===== config.mk =====
export PLATFORM = sky130hd
export DESIGN_NAME = mole_game_ctrl
export DESIGN_NICKNAME = d
export VERILOG_FILES = /design/src/rtl/mole_game_ctrl.sv
export SDC_FILE = /design/constraint.sdc
export NUM_CORES = 1
export LEC_CHECK = 0
export BUFFER_PORTS_ARGS = -buffer_cell sky130_fd_sc_hd__buf_2
export CAP_MARGIN = 30
export CORE_MARGIN = 5
export CORE_UTILIZATION = 25
export CTS_BUF_LIST = sky130_fd_sc_hd__clkbuf_4 sky130_fd_sc_hd__clkbuf_8 sky130_fd_sc_hd__clkbuf_16
export CTS_CLUSTER_DIAMETER = 30
export CTS_CLUSTER_SIZE = 16
export DETAILED_ROUTE_END_ITERATION = 10
export PLACE_DENSITY_LB_ADDON = 0.3
export SLEW_MARGIN = 20
export SYNTH_ARGS = -nofsm -noshare
export SYNTH_HDL_FRONTEND = slang
export SYNTH_SLANG_ARGS = --single-unit
export TNS_END_PERCENT = 5

===== constraint.sdc =====
create_clock -name clock -period 2.72 [get_ports clock]
set_input_delay 0.544 -clock clock [delete_from_list [all_inputs] [get_ports clock]]
set_output_delay 0.544 -clock clock [all_outputs]
set_load 0.03 [all_outputs]

===== src/rtl/mole_game_ctrl.sv =====
// Whack-a-mole round controller: tick/button/start edge detect, LFSR mole pick,
// hit/miss scoring and round countdown; all outputs registered.
// Ports: clock, reset (async active-low), tick_lvl, start, btn[N] in;
//        mole[N], score, time_left, playing, hit_pulse, miss_pulse out.
module mole_game_ctrl #(
  parameter int         NUM_MOLES   = 4,
  parameter int         SHOW_TICKS  = 3,
  parameter int         ROUND_TICKS = 30,
  parameter int         SCORE_W     = 8,
  parameter logic [7:0] LFSR_SEED   = 8'hA5
) (
  input  logic                 clock,
  input  logic                 reset,
  input  logic                 tick_lvl,
  input  logic                 start,
  input  logic [NUM_MOLES-1:0] btn,
  output logic [NUM_MOLES-1:0] mole,
  output logic [SCORE_W-1:0]   score,
  output logic [7:0]           time_left,
  output logic                 playing,
  output logic                 hit_pulse,
  output logic                 miss_pulse
);

  localparam int IW = $clog2(NUM_MOLES);

  typedef enum logic [1:0] {
    IDLE,
    UP,
    GAP,
    DONE
  } state_e;

  state_e               state_q, state_d;
  logic                 tick_q, start_q;
  logic [NUM_MOLES-1:0] btn_q;
  logic [7:0]           lfsr_q, lfsr_d;
  logic [IW-1:0]        idx_q, idx_d;
  logic [7:0]           show_q, show_d;
  logic [7:0]           time_q, time_d;
  logic [SCORE_W-1:0]   score_q, score_d;
  logic [NUM_MOLES-1:0] mole_q, mole_d;
  logic                 play_q, play_d;
  logic                 hit_q, hit_d;
  logic                 miss_q, miss_d;

  logic                 tick_e, start_e;
  logic [NUM_MOLES-1:0] btn_e;
  logic [IW-1:0]        cand, pick_idx;
  logic [NUM_MOLES-1:0] pick_oh;
  logic [SCORE_W-1:0]   score_inc;

  assign tick_e  = tick_lvl & ~tick_q;
  assign start_e = start & ~start_q;
  assign btn_e   = btn & ~btn_q;

  // Fibonacci LFSR, x^8+x^6+x^5+x^4+1
  assign lfsr_d = {lfsr_q[6:0],
                   lfsr_q[7] ^ lfsr_q[5] ^ lfsr_q[4] ^ lfsr_q[3]};

  // Never repeat the last hole; IW-bit wrap is the mod NUM_MOLES
  assign cand     = lfsr_q[IW-1:0];
  assign pick_idx = (cand == idx_q) ? cand + 1'b1 : cand;

  always_comb begin
    pick_oh           = '0;
    pick_oh[pick_idx] = 1'b1;
  end

  assign score_inc = (score_q == '1) ? score_q : score_q + 1'b1;

  always_comb begin
    state_d = state_q;
    idx_d   = idx_q;
    show_d  = show_q;
    time_d  = time_q;
    score_d = score_q;
    mole_d  = mole_q;
    play_d  = play_q;
    hit_d   = 1'b0;
    miss_d  = 1'b0;
    unique case (state_q)
      IDLE, DONE: begin
        mole_d = '0;
        play_d = 1'b0;
        if (start_e) begin
          score_d = '0;
          time_d  = 8'(ROUND_TICKS);
          show_d  = 8'(SHOW_TICKS);
          idx_d   = pick_idx;
          mole_d  = pick_oh;
          play_d  = 1'b1;
          state_d = UP;
        end
      end
      UP: begin
        if (btn_e[idx_q]) begin
          score_d = score_inc;
          hit_d   = 1'b1;
          mole_d  = '0;
          state_d = GAP;
        end else begin
          if (btn_e != '0) miss_d = 1'b1;
          if (tick_e) begin
            show_d = show_q - 8'd1;
            if (show_q == 8'd1) begin
              miss_d  = 1'b1;
              mole_d  = '0;
              state_d = GAP;
            end
          end
        end
        // final tick overrides the UP/GAP choice made above
        if (tick_e) begin
          time_d = time_q - 8'd1;
          if (time_q == 8'd1) begin
            mole_d  = '0;
            play_d  = 1'b0;
            state_d = DONE;
          end
        end
      end
      GAP: begin
        if (tick_e) begin
          time_d = time_q - 8'd1;
          if (time_q == 8'd1) begin
            play_d  = 1'b0;
            state_d = DONE;
          end else begin
            idx_d   = pick_idx;
            mole_d  = pick_oh;
            show_d  = 8'(SHOW_TICKS);
            state_d = UP;
          end
        end
      end
      default: state_d = IDLE;
    endcase
  end

  always_ff @(posedge clock or negedge reset) begin
    if (!reset) begin
      state_q <= IDLE;
      tick_q  <= 1'b0;
      start_q <= 1'b0;
      btn_q   <= '0;
      lfsr_q  <= LFSR_SEED;
      idx_q   <= '0;
      show_q  <= 8'd0;
      time_q  <= 8'd0;
      score_q <= '0;
      mole_q  <= '0;
      play_q  <= 1'b0;
      hit_q   <= 1'b0;
      miss_q  <= 1'b0;
    end else begin
      state_q <= state_d;
      tick_q  <= tick_lvl;
      start_q <= start;
      btn_q   <= btn;
      lfsr_q  <= lfsr_d;
      idx_q   <= idx_d;
      show_q  <= show_d;
      time_q  <= time_d;
      score_q <= score_d;
      mole_q  <= mole_d;
      play_q  <= play_d;
      hit_q   <= hit_d;
      miss_q  <= miss_d;
    end
  end

  assign mole       = mole_q;
  assign score      = score_q;
  assign time_left  = time_q;
  assign playing    = play_q;
  assign hit_pulse  = hit_q;
  assign miss_pulse = miss_q;

endmodule

======== After elaboration in Yosys (flattened, before gate mapping) ========
Cells that the tools add are included.
cells by class
  mux-type cells .......................... 51
  add/sub/neg operators ................... 4
  equal/unequal tests ..................... 16
  bitwise operators ....................... 9
  magnitude comparators ................... 3
  reduce and logical (&&, ||, !) cells .... 14
operators by type and width
  operator                                                                       count
  8-bit 2-to-1 mux                                                               10
  4-bit 2-to-1 mux                                                               8
  8-bit case mux with 2 select lines                                             2
  2-bit 2-to-1 mux                                                               12
  8-bit case mux with 3 select lines                                             1
  8-bit by 1-bit equality test with 1-bit output (second input constant)         2
  8-bit by 1-bit subtractor with 8-bit output (second input constant)            2
  2-bit != test (second input constant)                                          7
  1-bit 2-to-1 mux                                                               12
  4-bit case mux with 3 select lines                                             1
  8-bit by 1-bit adder with 8-bit output (second input constant)                 1
  8-bit equality test (second input constant)                                    1
  2-bit AND reduction                                                            4
  4-bit AND reduction                                                            2
  2-bit by 3-bit less-than comparator with 1-bit output (second input constant)  2
  2-bit case mux with 3 select lines                                             1
  5-bit AND reduction                                                            1
  4-bit AND                                                                      1
  2-bit equality test (second input constant)                                    2
  2-bit by 1-bit != test with 1-bit output (second input constant)               2
  4-bit inverter                                                                 1
  2-bit case mux with 2 select lines                                             1
  2-bit nonzero test                                                             2
  4-bit nonzero test                                                             1
  13 further kinds                                                               18
storage, ports and cells
  bits in registers ....................... 49
  word-level logic and storage cells ...... 110
  output and inout bits ................... 23

======== Logic depth before layout (Yosys ltp) ========
  word-level depth ........................ 9
  gate-level depth with buffers ........... 9
  gate-level depth less buffers ........... 7

======== Worst setup path after synthesis ========
OpenSTA, ideal clock, no wires.
  kind .................................... register -> register
  start ................................... reg time_q[3] (netlist: time_left[3])
  end ..................................... reg idx_q[0]
  period minus slack after synthesis ...... 2.283 ns
  library setup time ...................... 0.125 ns
  required time ........................... 2.595 ns
  setup slack ............................. 0.437 ns
  stages on the path, launching flop included .. 7
  data arrival time ....................... 2.158 ns
  cell sequence ........................... dfrtp_1 -> or4_4 -> or4_4 -> nand2_1 -> buf_4 -> nor2_1 -> mux2_2
between the ends
  cells in the longest elaborated chain, start to end .. 3
RTL lines
  what                                            line  text
  start: declaration                              40    logic [7:0] time_q, time_d;
  start signal: assignment                        164   time_q <= time_d;
  8-bit by 1-bit equality test with 1-bit output  126   if (time_q == 8'd1) begin
  2-bit != test (no line)                         --
  4-bit AND reduction (no line)                   --
  end signal: assignment                          162   idx_q <= idx_d;
  end: declaration                                38    logic [IW-1:0] idx_q, idx_d;
Every way passes these cells.
A chain may end at the register's enable or synchronous reset.

======== Worst setup path after layout ========
  start ................................... reg state_q[1]
  end ..................................... reg score_q[5] (netlist: score[5])
between the ends
  cells in the longest elaborated chain, start to end .. 4
  elaborated cells between the ends (all ways) .. 10
  classes of those cells .................. eq/ne (5); mux (1); reduce/logical (4)
RTL lines
  what                                                           line  text
  start: declaration                                             34    state_e state_q, state_d;
  start signal: assignment                                       157   state_q <= state_d;
  2-bit equality test or 2-bit logical NOT (tied branches)       82    unique case (state_q)
  2-bit OR reduction                                             82
  2-bit != test (no line) or 2-bit nonzero test (tied branches)  --
  4-bit AND reduction (no line)                                  --
  end signal: assignment                                         165   score_q <= score_d;
  end: declaration                                               41    logic [SCORE_W-1:0] score_q, score_d;
Parallel ways exist; a longest one is shown, timed or not.

==> load_flow_metrics.sql <==
INSERT INTO impl_metrics (metric_group, metric, value, unit) VALUES
('run_status', 'status', 'finished, final reports clean', ''),
('clock_tree', 'cts_buffer_depth', '2', ''),
('clock_tree', 'htreeDepth', '2', ''),
('job', 'cap_violations', '0', ''),
('clock_tree', 'ctsResizeCount', '0', ''),
('floorplan', 'initial_core_util', '25.8', '%'),
('sta', 'achievable-frequency', '0.420', 'GHz'),
('floorplan', 'die_h', '108', 'um'),
('cells_and_area', 'final_cell_mix', 'sky130_fd_sc_hd__dfrtp_1 (45), sky130_fd_sc_hd__buf_2 (30), sky130_fd_sc_hd__nand2_1 (23)', ''),
('sta', 'timing_max_transition_violations_final', '0', ''),
('clock_tree', 'post-cts-setup-buffers', '0', ''),
('clock_tree', 'insertion_delay', '0.31', 'ns'),
('synthesis', 'mappedNetlistNets', '247', ''),
('global_route', 'grt_start_max_net_pins', '41', ''),
('detailed_routing', 'remaining_drc_errors', '0', ''),
('global_route', 'first_global_vias', '1804', ''),
('pwr', 'power.ir.vdd_worst', '0.323', 'mV'),
('synthesis', 'yosys_most_used_dff', 'sky130_fd_sc_hd__dfrtp_1', ''),
('clock_tree', 'cts-hold-fix-buffers', '0', ''),
('place', 'finalWeightedCongestion', '0.771', ''),
('floorplan', 'floorplan.die_area', '11600', 'um^2'),
('clock_tree', 'ctsRootBufferMaster', 'sky130_fd_sc_hd__clkbuf_8', ''),
('place', 'io_buffer_count', '30', ''),
('global_route', 'grt.total_usage', '9.77', '%'),
('global_route', 'grt_antenna_before_repair', '0', ''),
('synthesis', 'synthArstFlopShare', '100', '%'),
('place', 'dp.final_hpwl', '3.95', 'mm'),
('pwr', 'power_density', '933', 'nW/um^2'),
('sta', 'slew_headroom', '35.7', '%'),
('detailed_routing', 'route.final.wire_length', '5.42', 'mm'),
('clock_tree', 'cts_tree', 'done', ''),
('cells_and_area', 'flow.area_growth_from_synthesis', '19.0', '%'),
('floorplan', 'core_region_area', '9280', 'um^2'),
('worst_hold_path', 'class_of_the_worst_hold_path', 'in2async', ''),
('cells_and_area', 'fillCellCount', '997', ''),
('sta', 'timing_hold_violations_final', '0', ''),
('synthesis', 'ys_warn_count', '0', ''),
('synthesis', 'yosys_register_bits', '49', ''),
('detailed_routing', 'drt.antenna.violating_nets', '0', ''),
('clock_tree', 'clk_pin_slew_worst_paths', '0.10', 'ns'),
('floorplan', 'width_of_the_die', '108', 'um'),
('synthesis', 'synth-edff-count', '0', ''),
('pwr', 'combPwrFrac', '44.3', '%'),
('sta', 'post-route-period-util', '87.5', '%'),
('sta', 'grt_setup_unrepaired', 'no', ''),
('global_route', 'grt-ovfl-total', '0', ''),
('sta', 'setup_viol_count_final', '0', ''),
('pwr', 'total_switching_power', '1.19', 'mW'),
('detailed_routing', 'routed_via_count_divided_by_cell_count', '4.61', ''),
('sta', 'timing.hold.ws', '0.186', 'ns'),
('clock_tree', 'cts-buffers-inserted', '5', ''),
('pwr', 'reg_power_share', '38.4', '%'),
('sta', 'post-route-min-period', '2.38', 'ns'),
('pwr', 'power_frac_clock', '17.3', '%'),
('floorplan', 'pin_count', '31', ''),
('pwr', 'power_switching_share', '44.8', '%'),
('clock_tree', 'number_of_clock_sinks', '49', ''),
('worst_setup_path', 'setup.worst_path.class', 'reg2reg', ''),
('floorplan', 'row_count', '35', ''),
('sta', 'setup_tns', '0', 'ns'),
('cells_and_area', 'antennaDiodeCount', '0', ''),
('sta', 'clock_skew', '0.00899', 'ns'),
('detailed_routing', 'drt_pre_antenna_iters', '4', ''),
('worst_setup_path', 'cp.arrival', '2.62', 'ns'),
('cells_and_area', 'post_layout_nets', '285', ''),
('synthesis', 'syn_inst', '232', ''),
('synthesis', 'synthDistinctLibCells', '53', ''),
('pwr', 'static-leakage-power', '1.25', 'nW'),
('worst_setup_path', 'worst_setup_path_end_kind', 'register', ''),
('detailed_routing', 'detail_route.wl_per_cell', '13.5', 'um'),
('cells_and_area', 'drive_gt1_share', '21.4', '%'),
('cells_and_area', 'layout_commonest_cell', 'sky130_fd_sc_hd__dfrtp_1', ''),
('synthesis', 'ys_seq_area_share', '51.5', '%'),
('synthesis', 'syn-cell-area', '2390', 'um^2'),
('worst_setup_path', 'worst_ep_required_time', '2.97', 'ns'),
('synthesis', 'post_synth.cell_area_avg', '10.3', 'um^2'),
('detailed_routing', 'vias_post_dr', '1844', ''),
('pwr', 'p_int', '1.47', 'mW'),
('sta', 'worst_slew_pin_slew', '0.961', 'ns'),
('global_route', 'grt_first_pass_wirelength', '9.06', 'mm'),
('detailed_routing', 'detail_route.iter0.violations', '88', ''),
('worst_setup_path', 'critical_path.startpoint_type', 'register', ''),
('worst_setup_path', 'path_max_fanout', '11', '');
==> through the flow <==
| step | power [mW] | util (%) | setup WS, ns | area [um^2] | cells |
|---|---|---|---|---|---|
| 2_1_floorplan | 1.86 | - | 0.437 | 2390 | 232 |
| 3_3_place_gp | 2.20 | 29.4 | 0.352 | 2730 | 391 |
| 3_5_place_dp | 2.21 | 29.4 | 0.343 | 2730 | 391 |
| 4_1_cts | 2.69 | 30.4 | 0.355 | 2820 | 399 |
| 5_1_grt | 2.87 | 30.7 | 0.173 | 2850 | 400 |
| 6_report | 2.66 | 30.7 | 0.341 | 2850 | 400 |
==> path summary, 6_finish.rpt <==
| kind | start | to | slack [ns] | depth (start not counted) |
|---|---|---|---|---|
| min in group clock | btn[2] | btn_q[2]$_DFF_PN0_ | 0.35 | 1 |
| worst max-delay path | state_q[1]$_DFFE_PN0P_ | score[5]$_DFFE_PN0P_ | 0.34 | 7 |
| worst min register to register | lfsr_q[6]$_DFF_PN0_ | lfsr_q[7]$_DFF_PN1_ | 0.36 | 0 |
| max in group asynchronous | reset | time_left[0]$_DFFE_PN0P_ | 1.98 | 2 |
| worst max register to register | state_q[1]$_DFFE_PN0P_ | score[5]$_DFFE_PN0P_ | 0.34 | 7 |
| worst min-delay path | reset | miss_pulse$_DFF_PN0_ | 0.19 | 1 |
==> kinds of logic after synthesis <==
group,after synthesis,share of synthesized area [%]
adder cells (fa/ha/maj),7,3.66
multiplexers,2,1.41
AO/OA/AOI/OAI,49,14.6
XOR/XNOR,12,4.39
flip-flops,49,51.5
AND/OR/NAND/NOR,98,21.9
buffers and inverters,15,2.51
==> flip-flops by register name, summed over array words and instances (netlist names) <==
signal	cells
state_q	2
lfsr_q	8
show_q	8
hit_pulse	1
idx_q	2
btn_q	4
mole	4
playing	1
miss_pulse	1
tick_q	1
start_q	1
score	8
time_left	8
==> final cells by class <==
cell class              count  area, um^2  share of cell area (%)
clock buffers               5        68.8                    2.42
clock inverters             3        25.0                   0.879
inverters                   8        30.0                    1.05
multi-input cells         168        1100                    38.7
flip-flops and latches     49        1230                    43.2
well taps                 129         161                    5.67
repair buffers             38         230                    8.08
==> power groups by stage <==
stage          sequential, mW  clock, mW  combinational (mW)
5_1_grt                  1.05      0.511                1.31
4_1_cts                  1.02      0.484                1.18
2_1_floorplan            1.15          0               0.703
6_report                 1.02      0.460                1.18
3_5_place_dp             1.04          0                1.18
3_3_place_gp             1.03          0                1.17
==> worst max-delay path: stages (launching register included) <==
cell and delay [ns]:
sky130_fd_sc_hd__dfrtp_1 0.41, sky130_fd_sc_hd__inv_1 0.09, sky130_fd_sc_hd__ha_1 0.37, sky130_fd_sc_hd__nand2_1 0.09, sky130_fd_sc_hd__o32ai_1 0.80, sky130_fd_sc_hd__a211oi_1 0.21, sky130_fd_sc_hd__a31oi_1 0.25, sky130_fd_sc_hd__a41o_1 0.11
==> synth_stat cells, types with 4 or more instances <==
cell type,count,area share [%]
sky130_fd_sc_hd__dfrtp_1,45,47
sky130_fd_sc_hd__nand3_1,15,3.1
sky130_fd_sc_hd__a21oi_1,9,1.9
sky130_fd_sc_hd__nand2b_1,9,2.4
sky130_fd_sc_hd__nor2_1,18,2.8
sky130_fd_sc_hd__nand3b_1,4,1.3
sky130_fd_sc_hd__ha_1,7,3.7
sky130_fd_sc_hd__xnor2_1,9,3.3
sky130_fd_sc_hd__nand2_1,23,3.6
sky130_fd_sc_hd__clkbuf_1,5,0.78
sky130_fd_sc_hd__dfstp_2,4,4.4
sky130_fd_sc_hd__nor3_1,5,1.0
sky130_fd_sc_hd__o21ai_0,9,1.9
sky130_fd_sc_hd__inv_1,8,1.3
==> metal layers <==
metal | GRT usage, % | part of all wire, %
met3 | 2.46 | 3.0
met2 | 14.5 | 45
met4 | 3.34 | 1.5
met5 | 0 | 0
met1 | 13.7 | 51
(Power assumes the default switching activity.)
